`src/rtl/issue_pkg.sv`:
```
`default_nettype none
// ============================================================================
// issue_pkg : shared types, constants and helpers for the issue-stage buffer
// Revision  : 1.0
// ============================================================================
package issue_pkg;

  localparam int ISSUE_DATA_W = 128;
  localparam int RD_W         = 5;
  localparam int NREGS        = 32;
  localparam int KILL_W       = 3;

  localparam logic [ISSUE_DATA_W-1:0] BUBBLE = '0;

  typedef struct packed {
    logic [RD_W-1:0] rd;
    logic            we;
  } dst_t;

  // Register 0 is hardwired, so it is never reported busy.
  function automatic logic [NREGS-1:0] onehot_rd(input logic [RD_W-1:0] rd,
                                                 input logic            we);
    logic [NREGS-1:0] mask;
    mask = '0;
    if (we && (rd != '0)) mask[rd] = 1'b1;
    return mask;
  endfunction

endpackage
`default_nettype wire

```
`src/rtl/issue_buf_fifo.sv`:
```
`default_nettype none
// ============================================================================
// issue_buf_fifo : in-order storage array with pointers, count and flush
// Revision       : 1.0
// ============================================================================
module issue_buf_fifo
  import issue_pkg::*;
#(
  parameter int DATA_W = ISSUE_DATA_W,
  parameter int DEPTH  = 2
) (
  input  logic                       clk_i,
  input  logic                       rst_ni,
  input  logic                       flush_i,
  input  logic                       push_i,
  input  logic                       pop_i,
  input  logic [DATA_W-1:0]          wr_data_i,
  input  dst_t                       wr_dst_i,
  output logic                       head_valid_o,
  output logic [DATA_W-1:0]          head_data_o,
  output dst_t                       head_dst_o,
  output logic [$clog2(DEPTH+1)-1:0] count_o,
  output logic [DEPTH-1:0]           ent_valid_o,
  output dst_t [DEPTH-1:0]           ent_dst_o
);

  localparam int PTR_W = $clog2(DEPTH);
  localparam int CNT_W = $clog2(DEPTH+1);

  logic [PTR_W-1:0]  wr_ptr_q, wr_ptr_d;
  logic [PTR_W-1:0]  rd_ptr_q, rd_ptr_d;
  logic [CNT_W-1:0]  count_q, count_d;
  logic [DEPTH-1:0]  vld_q, vld_d;
  dst_t [DEPTH-1:0]  dst_q, dst_d;
  logic [DATA_W-1:0] data_q [DEPTH];

  always_comb begin
    wr_ptr_d = wr_ptr_q;
    rd_ptr_d = rd_ptr_q;
    count_d  = count_q;
    vld_d    = vld_q;
    dst_d    = dst_q;
    if (flush_i) begin
      wr_ptr_d = '0;
      rd_ptr_d = '0;
      count_d  = '0;
      vld_d    = '0;
    end else begin
      if (push_i) begin
        vld_d[wr_ptr_q] = 1'b1;
        dst_d[wr_ptr_q] = wr_dst_i;
        wr_ptr_d        = wr_ptr_q + 1'b1;
      end
      if (pop_i) begin
        vld_d[rd_ptr_q] = 1'b0;
        rd_ptr_d        = rd_ptr_q + 1'b1;
      end
      count_d = count_q + CNT_W'(push_i) - CNT_W'(pop_i);
    end
  end

  always_ff @(posedge clk_i or negedge rst_ni) begin
    if (!rst_ni) begin
      wr_ptr_q <= '0;
      rd_ptr_q <= '0;
      count_q  <= '0;
      vld_q    <= '0;
      dst_q    <= '0;
    end else begin
      wr_ptr_q <= wr_ptr_d;
      rd_ptr_q <= rd_ptr_d;
      count_q  <= count_d;
      vld_q    <= vld_d;
      dst_q    <= dst_d;
    end
  end

  // Payload needs no reset: it is only observed through a valid flag.
  always_ff @(posedge clk_i) begin
    if (push_i && !flush_i) data_q[wr_ptr_q] <= wr_data_i;
  end

  assign head_valid_o = vld_q[rd_ptr_q];
  assign head_data_o  = data_q[rd_ptr_q];
  assign head_dst_o   = dst_q[rd_ptr_q];
  assign count_o      = count_q;
  assign ent_valid_o  = vld_q;
  assign ent_dst_o    = dst_q;

  a_no_push_full: assert property (@(posedge clk_i) disable iff (!rst_ni)
    !(push_i && !flush_i && !pop_i && (count_q == CNT_W'(DEPTH))));
  a_no_pop_empty: assert property (@(posedge clk_i) disable iff (!rst_ni)
    !(pop_i && !flush_i && (count_q == '0)));

endmodule
`default_nettype wire

```
`src/rtl/issue_buffer.sv`:
```
`default_nettype none
// ============================================================================
// issue_buffer : decode-to-execute FIFO with handshake, kill shadow and busy mask
// Revision     : 1.0
// ============================================================================
module issue_buffer
  import issue_pkg::*;
#(
  parameter int DATA_W      = ISSUE_DATA_W,
  parameter int DEPTH       = 2,
  parameter int KILL_CYCLES = 2
) (
  input  logic                       clk_i,
  input  logic                       rst_ni,
  input  logic                       in_valid_i,
  output logic                       in_ready_o,
  input  logic [DATA_W-1:0]          in_data_i,
  input  logic [RD_W-1:0]            in_rd_i,
  input  logic                       in_we_i,
  output logic                       out_valid_o,
  input  logic                       out_ready_i,
  output logic [DATA_W-1:0]          out_data_o,
  output logic [RD_W-1:0]            out_rd_o,
  output logic                       out_we_o,
  input  logic                       discard_i,
  input  logic                       kill_i,
  input  logic                       hold_i,
  output logic [$clog2(DEPTH+1)-1:0] count_o,
  output logic                       kill_active_o,
  output logic [NREGS-1:0]           rd_busy_o
);

  localparam int CNT_W = $clog2(DEPTH+1);

  logic [KILL_W-1:0] kill_cnt_q, kill_cnt_d;
  logic              w_kill_active, w_push, w_pop, w_flush;
  logic              w_head_valid;
  logic [DATA_W-1:0] w_head_data;
  dst_t              w_head_dst;
  logic [CNT_W-1:0]  w_count;
  logic [DEPTH-1:0]  w_ent_valid;
  dst_t [DEPTH-1:0]  w_ent_dst;

  assign w_kill_active = (kill_cnt_q != '0);
  // Beats arriving during the shadow are acknowledged so decode drains, then dropped.
  assign in_ready_o    = (w_count < CNT_W'(DEPTH)) | w_kill_active;
  assign w_flush       = discard_i | kill_i;
  assign w_push        = in_valid_i & in_ready_o & ~w_kill_active & ~w_flush;
  assign w_pop         = w_head_valid & out_ready_i & ~hold_i & ~w_flush;

  always_comb begin
    kill_cnt_d = kill_cnt_q;
    if (discard_i)               kill_cnt_d = '0;
    else if (kill_i)             kill_cnt_d = KILL_W'(KILL_CYCLES);
    else if (kill_cnt_q != '0)   kill_cnt_d = kill_cnt_q - 1'b1;
  end

  always_ff @(posedge clk_i or negedge rst_ni) begin
    if (!rst_ni) kill_cnt_q <= '0;
    else         kill_cnt_q <= kill_cnt_d;
  end

  issue_buf_fifo #(
    .DATA_W (DATA_W),
    .DEPTH  (DEPTH)
  ) u_fifo (
    .clk_i        (clk_i),
    .rst_ni       (rst_ni),
    .flush_i      (w_flush),
    .push_i       (w_push),
    .pop_i        (w_pop),
    .wr_data_i    (in_data_i),
    .wr_dst_i     ('{rd: in_rd_i, we: in_we_i}),
    .head_valid_o (w_head_valid),
    .head_data_o  (w_head_data),
    .head_dst_o   (w_head_dst),
    .count_o      (w_count),
    .ent_valid_o  (w_ent_valid),
    .ent_dst_o    (w_ent_dst)
  );

  // Empty head presents an all-zero NOP to execute.
  assign out_valid_o   = w_head_valid;
  assign out_data_o    = w_head_valid ? w_head_data   : DATA_W'(BUBBLE);
  assign out_rd_o      = w_head_valid ? w_head_dst.rd : '0;
  assign out_we_o      = w_head_valid & w_head_dst.we;
  assign count_o       = w_count;
  assign kill_active_o = w_kill_active;

  always_comb begin
    rd_busy_o = '0;
    for (int i = 0; i < DEPTH; i++) begin
      if (w_ent_valid[i]) rd_busy_o = rd_busy_o | onehot_rd(w_ent_dst[i].rd, w_ent_dst[i].we);
    end
  end

endmodule
`default_nettype wire

```
`config.mk`:
```
export PLATFORM = sky130hd
export DESIGN_NAME = issue_buffer
export DESIGN_NICKNAME = d
export VERILOG_FILES = /design/src/rtl/issue_pkg.sv /design/src/rtl/issue_buf_fifo.sv /design/src/rtl/issue_buffer.sv
export SDC_FILE = /design/constraint.sdc
export NUM_CORES = 1
export LEC_CHECK = 0
export BUFFER_PORTS_ARGS = -buffer_cell sky130_fd_sc_hd__buf_2
export CAP_MARGIN = 10
export CORE_MARGIN = 5
export CORE_UTILIZATION = 49
export CTS_BUF_LIST = sky130_fd_sc_hd__clkbuf_4
export DETAILED_ROUTE_END_ITERATION = 7
export PLACE_DENSITY = 0.77
export SYNTH_ARGS = -nofsm -noshare
export SYNTH_HDL_FRONTEND = slang
export SYNTH_HIERARCHICAL = 1
export SYNTH_SLANG_ARGS = --single-unit
export TNS_END_PERCENT = 20
```
`constraint.sdc`:
```
create_clock -name clk_i -period 5.15 [get_ports clk_i]
set_clock_uncertainty 0.1 [all_clocks]
set_input_delay 0.2575 -clock clk_i [delete_from_list [all_inputs] [get_ports clk_i]]
set_output_delay 0.2575 -clock clk_i [all_outputs]
set_load 0.02 [all_outputs]
```
==> flow_summary.yaml, run 1 <==
clock_tree:
  cts_resized: 0
  clock_sinks: 277
  cts_hold_buf: 144
  path_clk_slew_ns: 0.07
  cts-root-buf: "clkbuf_4"
  tritoncts: "yes"
  numCtsBuffers: 72
  postCtsSetupBuffers: 0
  clockBufferDepth: 3
  htreeDepth: 3
  clock_latency_ns: 0.61
worst_setup_path:
  end_kind: "output pin"
  cp_slowest_cell: "dfrtp_4"
  slowest_delay_ns: 0.74
  worst_setup_path_start_kind: "flip-flop"
  crit_buf_inv: 2
  cp_top_family: "buffers and inverters"
  path_class: "reg2out"
  cp.required_ns: 4.79
  path_cells: "buf_4, mux2_2, and2_1, buf_2"
  path_max_fanout: 57
  timing.critical_path.arrival_ns: 2.87
  worst-r2r-setup-slack_ns: 1.96
sta:
  worst_pin_slew_ns: 1.01
  fin_setup_tns_ns: 0
  slew_viol_final: 0
  setup_viol: 0
  fmax_mhz: 310
  final.setup.worst_slack_ns: 1.92
  finalCritPeriodShare: 0.627
  rsz0062_at_grt: "no"
  final_hold_viol_count: 0
  period_needed_ns: 3.23
  relSlewSlack: 0.328
job:
  maxCapViolations: 0
placement:
  post-place-ws_ns: 1.92
  port_buffers: 310
  placed_area_um2: 13400
  place.detailed.hpwl_mm: 15.8
  dp.cells: 1296
  gp_congestion: 0.823
min_path:
  hold_path_class: "in2reg"
floorplan:
  initial_core_util: 0.495
  die_x_um: 163
  die_h_um: 163
  io_pins: 312
  die_area_um2: 26700
  core-area_um2: 23300
  num_rows: 56
yosys:
  syn_nets: 837
  synthFlopType: "edfxtp_1"
  ys_seq_elements: 277
  ys_types: 35
  syn_area_um2: 11500
  synth.yosys.seq_area_share: 0.712
  synthArstFlopShare: 0.0758
  synth_cells: 692
  avgSynthCellArea_um2: 16.7
  synth-warning-count: 6
  synth-edff-count: 256
detailed_routing:
  num_vias: 7749
  drt_first_pass_iters: 6
  routedWlPerCell_um: 17.4
  dr.first_iter.drc_count: 384
  drtAntennaViolNets: 0
  wl_mm: 27.1
  avgViaCountPerCell: 4.96
  drt_drc_violations_left: 0
layout:
  finish.instance_area_um2: 15800
  drive_gt1_frac: 0.474
  syn_to_final_growth_pct: 36.8
  nets: 1340
  final_cell_count_no_fill: 1561
global_routing:
  busiest_layer: "met2"
  grt_pass1_vias: 8302
  grt_pass1_wl_mm: 41.8
  grt_use_met3: 0.0611
  overflow: 0
  grt_start_max_net_pins: 95
  use_met1: 0.231
  antenna_found_initial: 2
  track_usage: 0.198
  use_met2: 0.346
power_and_ir_drop:
  peakVddDrop_mv: 0.262
  powerDensity_nw_per_um2: 300
  leakage_nw: 6.40
status:
  status: "completed"
==> synth_stat cells (3+ instances only) <==
cell / number / area [um^2]
nand4b_1: 4 / 35.0
a21oi_1: 3 / 15.0
ha_1: 4 / 50.1
edfxtp_1: 256 / 7690
mux2_2: 146 / 1640
nand2_1: 7 / 26.3
buf_4: 13 / 97.6
nor2_1: 10 / 37.5
inv_1: 9 / 33.8
nand3b_1: 7 / 52.6
dfrtp_1: 21 / 526
buf_2: 5 / 25.0
clkbuf_1: 14 / 52.6
nand3_1: 4 / 20.0
and2_1: 134 / 838
o22ai_1: 31 / 194
==> routing by layer <==
layer | share of wire | up-vias | wire (um)
li1 | - | 3639 | -
met5 | 0.00048 | - | 13
met2 | 0.52 | 335 | 14100
met4 | 0.019 | 2 | 520
met1 | 0.39 | 3727 | 10500
met3 | 0.075 | 46 | 2030
==> final timing paths <==
check | cells past startpoint | endpoint | start
setup / recovery | 4 | out_data_o[83] | u_fifo/rd_ptr_q
hold / removal | 4 | u_fifo/ent_valid_o[0] | out_ready_i
setup reg to reg | 8 | u_fifo/data_q[1][8] | kill_cnt_q[0]
hold reg to reg | 2 | kill_cnt_q[2] | kill_cnt_q[2]
max in group asynchronous | 3 | u_fifo/rd_ptr_q | rst_ni
min in group asynchronous | 3 | kill_cnt_q[2] | rst_ni
==> stage by stage <==
step / hold slack, ns / utilization / power (mW)
final: 0.179 / 0.677 / 4.74
after global routing: 0.167 / 0.677 / 4.96
after CTS: 0.0897 / 0.677 / 4.80
after detailed placement: 0.136 / 0.575 / 2.77
after global placement: 0.135 / 0.575 / 2.76
after floorplan: -0.138 / - / 2.67
==> kinds of logic (layout without fill, tap and decap cells) <==
family / Yosys count / count (layout) / share of synthesized area
fa+ha+maj: 4 / 4 / 0.00434
flops: 277 / 277 / 0.712
mux: 147 / 147 / 0.143
simple gates: 180 / 180 / 0.0970
other cells: 1 / 2 / 0.000325
compound gates: 38 / 38 / 0.0208
xor+xnor: 3 / 3 / 0.00347
buf+inv: 42 / 591 / 0.0191
==> worst register-to-register path, delay by kind of cell, from the launching register on <==
kind / cells / cell delay, ns
buffers and inverters: 3 / 1.30
and+or+nand+nor: 3 / 0.69
DFF: 1 / 0.40
adders and majority gates: 2 / 0.38
==> sequential cells by signal, summed over array words and instances, names as in the netlist <==
register and count:
u_fifo/ent_dst_o 12, kill_cnt_q 3, u_fifo/wr_ptr_q 1, u_fifo/data_q 256, u_fifo/rd_ptr_q 1, u_fifo/count_o 2, u_fifo/ent_valid_o 2
==> power breakdown <==
part	internal [mW]	switching [mW]
Sequential	2.48	0.0298
Clock	1.10	0.836
Combinational	0.173	0.127
Total	3.75	0.992
==> final cells by class <==
cell class | instances | area (um^2)
clock buffer | 107 | 803
sequential | 277 | 8220
inverter | 9 | 38.8
multi-input combinational | 373 | 3140
tap | 319 | 399
timing repair buffer | 462 | 3050
antenna | 1 | 2.50
fill | 1607 | 7540
clock inverter | 13 | 135
==> cell usage in the layout (no fill, tap or decap), drive strengths merged, types with 4 or more instances in the layout <==
master       synthesis  final
buf                 19    318
edfxtp             256    256
mux2               146    146
dlygate4sd3          0    144
and2               134    134
clkbuf              14    107
o22ai               31     31
dfrtp               21     21
nor2                10     10
inv                  9     10
clkinv               0      9
nand2                7      7
nand3b               7      7
nand3                4      4
nand4b               4      4
ha                   4      4
Power figures use the tool's default switching activity.
==> run 2: changes to the inputs <==
--- a/config.mk
+++ b/config.mk
@@ -8,10 +8,10 @@
 export BUFFER_PORTS_ARGS = -buffer_cell sky130_fd_sc_hd__buf_2
 export CAP_MARGIN = 10
 export CORE_MARGIN = 5
-export CORE_UTILIZATION = 49
+export CORE_UTILIZATION = 54
 export CTS_BUF_LIST = sky130_fd_sc_hd__clkbuf_4
 export DETAILED_ROUTE_END_ITERATION = 7
-export PLACE_DENSITY = 0.77
+export PLACE_DENSITY = 0.81
 export SYNTH_ARGS = -nofsm -noshare
 export SYNTH_HDL_FRONTEND = slang
 export SYNTH_HIERARCHICAL = 1
==> constraint.sdc (replaced) <==
create_clock -name clk_i -period 3.25 [get_ports clk_i]
set_clock_uncertainty 0.1 [all_clocks]
set_input_delay 0.1625 -clock clk_i [delete_from_list [all_inputs] [get_ports clk_i]]
set_output_delay 0.1625 -clock clk_i [all_outputs]
set_load 0.02 [all_outputs]
==> run 2 against run 1 <==
Net effect: cell count down 2.4%; sequential power up 59%; power up 56%; critical path depth unchanged; critical path type unchanged; critical endpoint is now out_data_o[66]; largest power group unchanged; highest routed layer is now met4.
==> flow_summary.yaml, run 2 (synthesis gave the netlist of run 1 again) <==
clock_tree:
  tritoncts: "yes"
  numCtsBuffers: 73
  cts_hold_buf: 142
  clockBufferDepth: 3
  postCtsSetupBuffers: 0
  cts-root-buf: "clkbuf_4"
  clock_sinks: 277
  clock_latency_ns: 0.61
  htreeDepth: 3
  path_clk_slew_ns: 0.09
  cts_resized: 0
sta:
  setup_viol: 0
  final_hold_viol_count: 0
  finalCritPeriodShare: 0.870
  period_needed_ns: 2.83
  slew_viol_final: 0
  fin_setup_tns_ns: 0
  worst_pin_slew_ns: 0.947
  rsz0062_at_grt: "no"
  fmax_mhz: 354
  relSlewSlack: 0.367
layout:
  final_cell_count_no_fill: 1524
  utilization: 0.752
  top_register: "u_fifo/data_q"
  syn_to_final_growth_pct: 36.9
  largest_register_ffs: 256
  layout.cells.most_common_list: "buf_2 (310), edfxtp_1 (256), mux2_2 (146)"
  nets: 1343
  drive_gt1_frac: 0.476
  finish.instance_area_um2: 15800
  fillers: 1267
  final_common_cell: "buf_2"
floorplan:
  die_area_um2: 24400
  num_rows: 53
  die_x_um: 156
  die_h_um: 156
  core-area_um2: 21000
  io_pins: 312
  initial_core_util: 0.549
worst_setup_path:
  path_max_fanout: 128
  cp.required_ns: 2.99
  reg2reg_depth: 8
  r2r-start: "kill_cnt_q[1]"
  path_class: "reg2out"
  timing.critical_path.arrival_ns: 2.56
  worst-r2r-setup-slack_ns: 0.65
  end_kind: "output pin"
  rr_endpoint: "u_fifo/data_q[1][111]"
  worst_setup_path_start_kind: "flip-flop"
min_path:
  whs_endpoint: "u_fifo/data_q[0][12]"
  min-delay-start: "in_data_i[12]"
  min_path_cells: 2
  hold_path_class: "in2reg"
placement:
  placed_area_um2: 13500
  port_buffers: 310
  gp_congestion: 0.892
  place.detailed.hpwl_mm: 16.6
  dp.cells: 1256
power_and_ir_drop:
  combPwrFrac: 0.066
  finalPower_mw: 7.41
  leakage_nw: 6.42
  clkPwrFrac: 0.396
  peakVddDrop_mv: 0.372
  netSwitchingFraction: 0.219
  powerDensity_nw_per_um2: 469
  power.switching_mw: 1.62
  seqPwrFrac: 0.538
  internal_power_mw: 5.79
detailed_routing:
  drt_drc_violations_left: 0
  drt_first_pass_iters: 5
  routedWlPerCell_um: 19.0
  wl_mm: 28.9
  num_vias: 7906
  avgViaCountPerCell: 5.19
  drtAntennaViolNets: 0
  dr.first_iter.drc_count: 608
global_routing:
  grt_pass1_vias: 8679
  antenna_found_initial: 1
  overflow: 0
  grt_start_max_net_pins: 136
  track_usage: 0.232
  grt_pass1_wl_mm: 44.6
job:
  maxCapViolations: 0
status:
  status: "completed"
-- run 2: cell type report --
class,instances,area (um^2),share of cell area
flip-flops and latches,277,8220,0.520
well taps,275,344,0.0218
diodes,1,2.50,0.000158
inverters,9,36.3,0.00230
repair buffers,464,3150,0.199
clock inverters,19,105,0.00665
multi-input cells,373,3150,0.199
clock buffers,106,796,0.0504
-- run 2: metal layers --
| layer | vias up | share of wire | GRT usage |
|---|---|---|---|
| li1 | 3656 | - | - |
| met1 | 3800 | 0.37 | 0.263 |
| met2 | 386 | 0.53 | 0.427 |
| met3 | 64 | 0.073 | 0.0533 |
| met4 | 0 | 0.028 | 0.0888 |
| met5 | - | 0 | 0 |
-- run 2: worst max-delay path by stage --
stage,startpoint,slack (ns),endpoint
CTS,u_fifo/rd_ptr_q,0.37,out_data_o[115]
floorplan,kill_cnt_q[0],-1.86,u_fifo/ent_dst_o[0]
detailed placement,kill_cnt_q[0],0.68,u_fifo/data_q[1][14]
finish,u_fifo/rd_ptr_q,0.42,out_data_o[66]
global route,u_fifo/rd_ptr_q,0.27,out_data_o[66]
global placement,kill_cnt_q[0],0.76,u_fifo/data_q[1][11]
-- run 2: per-stage QoR --
stage | setup WS [ns] | hold WS [ns]
detailed placement | 0.681 | 0.0419
global placement | 0.763 | 0.0391
global route | 0.274 | 0.0968
floorplan | -1.86 | -0.233
CTS | 0.366 | 0.0748
finish | 0.424 | 0.148
-- run 2: worst max-delay path: stages (launching register included) --
cell and delay [ns]:
dfrtp_4 0.53, buf_12 0.54, mux2_2 0.42, and2_1 0.18, buf_2 0.17
-- run 2: power by group through the flow --
stage	clock (mW)	sequential [mW]	combinational (mW)
finish	2.94	3.99	0.490
global route	3.25	3.99	0.529
CTS	2.99	3.98	0.479
detailed placement	0	4.06	0.339
global placement	0	4.06	0.327
floorplan	0	4.05	0.177
==> run 3: changes to the inputs <==
--- a/config.mk
+++ b/config.mk
@@ -12,8 +12,8 @@
 export CTS_BUF_LIST = sky130_fd_sc_hd__clkbuf_4
 export DETAILED_ROUTE_END_ITERATION = 7
 export PLACE_DENSITY = 0.81
+export RECOVER_POWER = 50
 export SYNTH_ARGS = -nofsm -noshare
 export SYNTH_HDL_FRONTEND = slang
-export SYNTH_HIERARCHICAL = 1
 export SYNTH_SLANG_ARGS = --single-unit
 export TNS_END_PERCENT = 20
==> run 3 against run 2 <==
Net effect: cell area decreased by 4.5%; core utilization decreased by 0.82 points; non-clock buffer count unchanged; global-route usage increased by 0.29 points; cell count decreased by 0.33%; worst hold slack got worse by 0.0061 ns; routed wire length decreased by 1.5%; flip-flop and latch count unchanged; clock power decreased by 1%; sequential share of layout area increased by 2.4 points; combinational power increased by 15%; largest cell class unchanged.
==> flow_summary.yaml, run 3 <==
worst_setup_path:
  reg2reg_depth: 6
  end_kind: "flip-flop"
  slowest_delay_ns: 0.84
  r2r-start: "kill_cnt_q[0]"
  path_class: "reg2reg"
  worst-r2r-setup-slack_ns: 0.41
  crit_path_start: "kill_cnt_q[0]"
  worst_setup_path_start_kind: "flip-flop"
  path_cells: "inv_1, ha_1, ha_1, and3b_1, and3_4, buf_2"
  crit_path_end: "u_fifo.data_q[1][94]"
  timing.critical_path.arrival_ns: 2.95
  cp.required_ns: 3.36
  cpMostUsedCell: "ha_1"
  cp_slowest_cell: "buf_2"
  path_max_fanout: 43
  rr_endpoint: "u_fifo.data_q[1][94]"
floorplan:
  die_h_um: 154
  die_area_um2: 23600
  num_rows: 52
  core-area_um2: 20300
  die_x_um: 154
  initial_core_util: 0.550
  io_pins: 312
detailed_routing:
  drtAntennaViolNets: 0
  top_layer: "met5"
  num_vias: 8020
  wl_met3_mm: 2.61
  drt_first_pass_iters: 5
  m1WireLength_mm: 10.5
  dr.first_iter.drc_count: 505
  wl_mm: 28.5
  routedWlPerCell_um: 18.8
  avgViaCountPerCell: 5.28
  drt_drc_violations_left: 0
  wl_met2_mm: 14.4
layout:
  syn_to_final_growth_pct: 35.3
  layout.cells.most_common_list: "edfxtp_1 (256), buf_2 (195), dlygate4sd3_1 (146)"
  final_cell_count_no_fill: 1519
  largest_register_ffs: 256
  drive_gt1_frac: 0.251
  top_register: "u_fifo.data_q"
  finish.instance_area_um2: 15100
  fillers: 1279
  final_common_cell: "edfxtp_1"
  nets: 1345
clock_tree:
  clock_latency_ns: 0.60
  cts-root-buf: "clkbuf_4"
  clockBufferDepth: 3
  tritoncts: "yes"
  postCtsSetupBuffers: 0
  clock_sinks: 277
  numCtsBuffers: 70
  htreeDepth: 3
  path_clk_slew_ns: 0.07
yosys:
  synthArstFlopShare: 0.0758
  synthFlopType: "edfxtp_1"
  synth-warning-count: 0
  post-synth-top-count-cell: "edfxtp_1"
  synth.top_cells.by_count: "edfxtp_1 (256), nor2_1 (144), mux2i_1 (135)"
  avgSynthCellArea_um2: 15.8
  ys_types: 39
  yosys.area.top_type: "edfxtp_1"
  synth-edff-count: 256
  syn_area_um2: 11200
  yosysTopAreaCellShare: 0.689
  synth.yosys.seq_area_share: 0.736
  synth_cells: 707
  ys_seq_elements: 277
  syn_nets: 852
  synth_area_leaders: "edfxtp_1 (69%), mux2i_1 (12%), nor2_1 (4.8%), dfrtp_1 (4.7%), o22ai_1 (1.6%)"
placement:
  gp_congestion: 0.941
  dp.cells: 1252
  placed_area_um2: 12900
  place.detailed.hpwl_mm: 16.1
  port_buffers: 310
  post-place-ws_ns: 0.761
power_and_ir_drop:
  combPwrFrac: 0.074
  seqPwrFrac: 0.542
  clkPwrFrac: 0.384
  netSwitchingFraction: 0.229
  leakage_nw: 5.62
  power.switching_mw: 1.73
  peakVddDrop_mv: 0.411
  internal_power_mw: 5.84
  powerDensity_nw_per_um2: 502
min_path:
  min_path_cells: 2
  hold_path_class: "in2reg"
sta:
  worst_pin_slew_ns: 1.03
  period_needed_ns: 2.84
  final_hold_viol_count: 0
  fmax_mhz: 352
  slew_viol_final: 0
  finalCritPeriodShare: 0.873
  final.setup.worst_slack_ns: 0.412
  fin_setup_tns_ns: 0
  setup_viol: 0
  relSlewSlack: 0.310
  rsz0062_at_grt: "no"
global_routing:
  grt_start_max_net_pins: 136
  track_usage: 0.235
  grt_pass1_wl_mm: 44.1
  antenna_found_initial: 3
  overflow: 0
  grt_pass1_vias: 8533
status:
  status: "completed"
job:
  maxCapViolations: 0
==> run 3: cell type report <==
type                            instances  area [um^2]  area share
Sequential cell                       277         8220       0.545
Clock inverter                         21          141     0.00937
Multi-Input combinational cell        378         2630       0.174
Tap cell                              270          338      0.0224
Clock buffer                           98          736      0.0488
Timing Repair Buffer                  464         2990       0.198
Antenna cell                            2         5.00    0.000332
Inverter                                9         38.8     0.00257
==> run 3: worst max-delay path: cells and delay by family (launching register included) <==
family	cells	cell delay (ns)
adder cells (fa/ha/maj)	2	0.40
buffers and inverters	2	0.91
flip-flops	1	0.39
AND/OR/NAND/NOR	2	0.63
==> run 3: power by group through the flow <==
stage	logic, mW	registers, mW	clock network [mW]
after floorplan	0.292	4.12	0
after global placement	0.419	4.17	0
after detailed placement	0.434	4.17	0
after CTS	0.580	4.10	2.94
after global routing	0.613	4.11	3.22
final	0.564	4.10	2.90
==> run 3: metrics by stage <==
stage	power, mW	hold WS [ns]	util
final	7.57	0.142	0.743
after global routing	7.94	0.0824	0.743
after CTS	7.62	0.0659	0.753
after detailed placement	4.61	0.0404	0.637
after global placement	4.59	0.0383	0.637
after floorplan	4.41	-0.233	-
==> run 3: layer usage <==
| layer | vias up | track usage |
|---|---|---|
| met3 | 70 | 0.0700 |
| met2 | 475 | 0.403 |
| met1 | 3808 | 0.277 |
| met4 | 2 | 0.0992 |
| met5 | - | 0 |
| li1 | 3665 | - |
==> run 3: timing repair <==
item	CTS	global route
resized for setup	0	0
hold buffers	146	0
setup endpoints to repair	0	0
hold endpoints to repair	298	0
==> run 3: logic make-up (layout without fill, tap and decap cells) <==
| group | count (synthesis) | in the layout | share of synthesized area |
|---|---|---|---|
| muxes | 147 | 147 | 0.135 |
| DFF | 277 | 277 | 0.736 |
| other | 1 | 3 | 0.000336 |
| adders and majority gates | 4 | 4 | 0.00449 |
| and+or+nand+nor | 186 | 186 | 0.0738 |
| xor gates and xnor gates | 3 | 3 | 0.00236 |
| AOI/OAI and AO/OA | 37 | 37 | 0.0220 |
| buffers and inverters | 52 | 592 | 0.0256 |
==> run 3: how the worst min path moves through the flow <==
stage             startpoint                    to  slack, ns
2_1_floorplan         rst_ni         kill_cnt_q[0]      -0.23
3_3_place_gp          rst_ni  u_fifo.ent_dst_o[10]       0.04
3_5_place_dp          rst_ni   u_fifo.ent_dst_o[9]       0.04
4_1_cts        in_data_i[22]  u_fifo.data_q[0][22]       0.07
5_1_grt        in_data_i[51]  u_fifo.data_q[0][51]       0.08
6_report       in_data_i[51]  u_fifo.data_q[0][51]       0.14
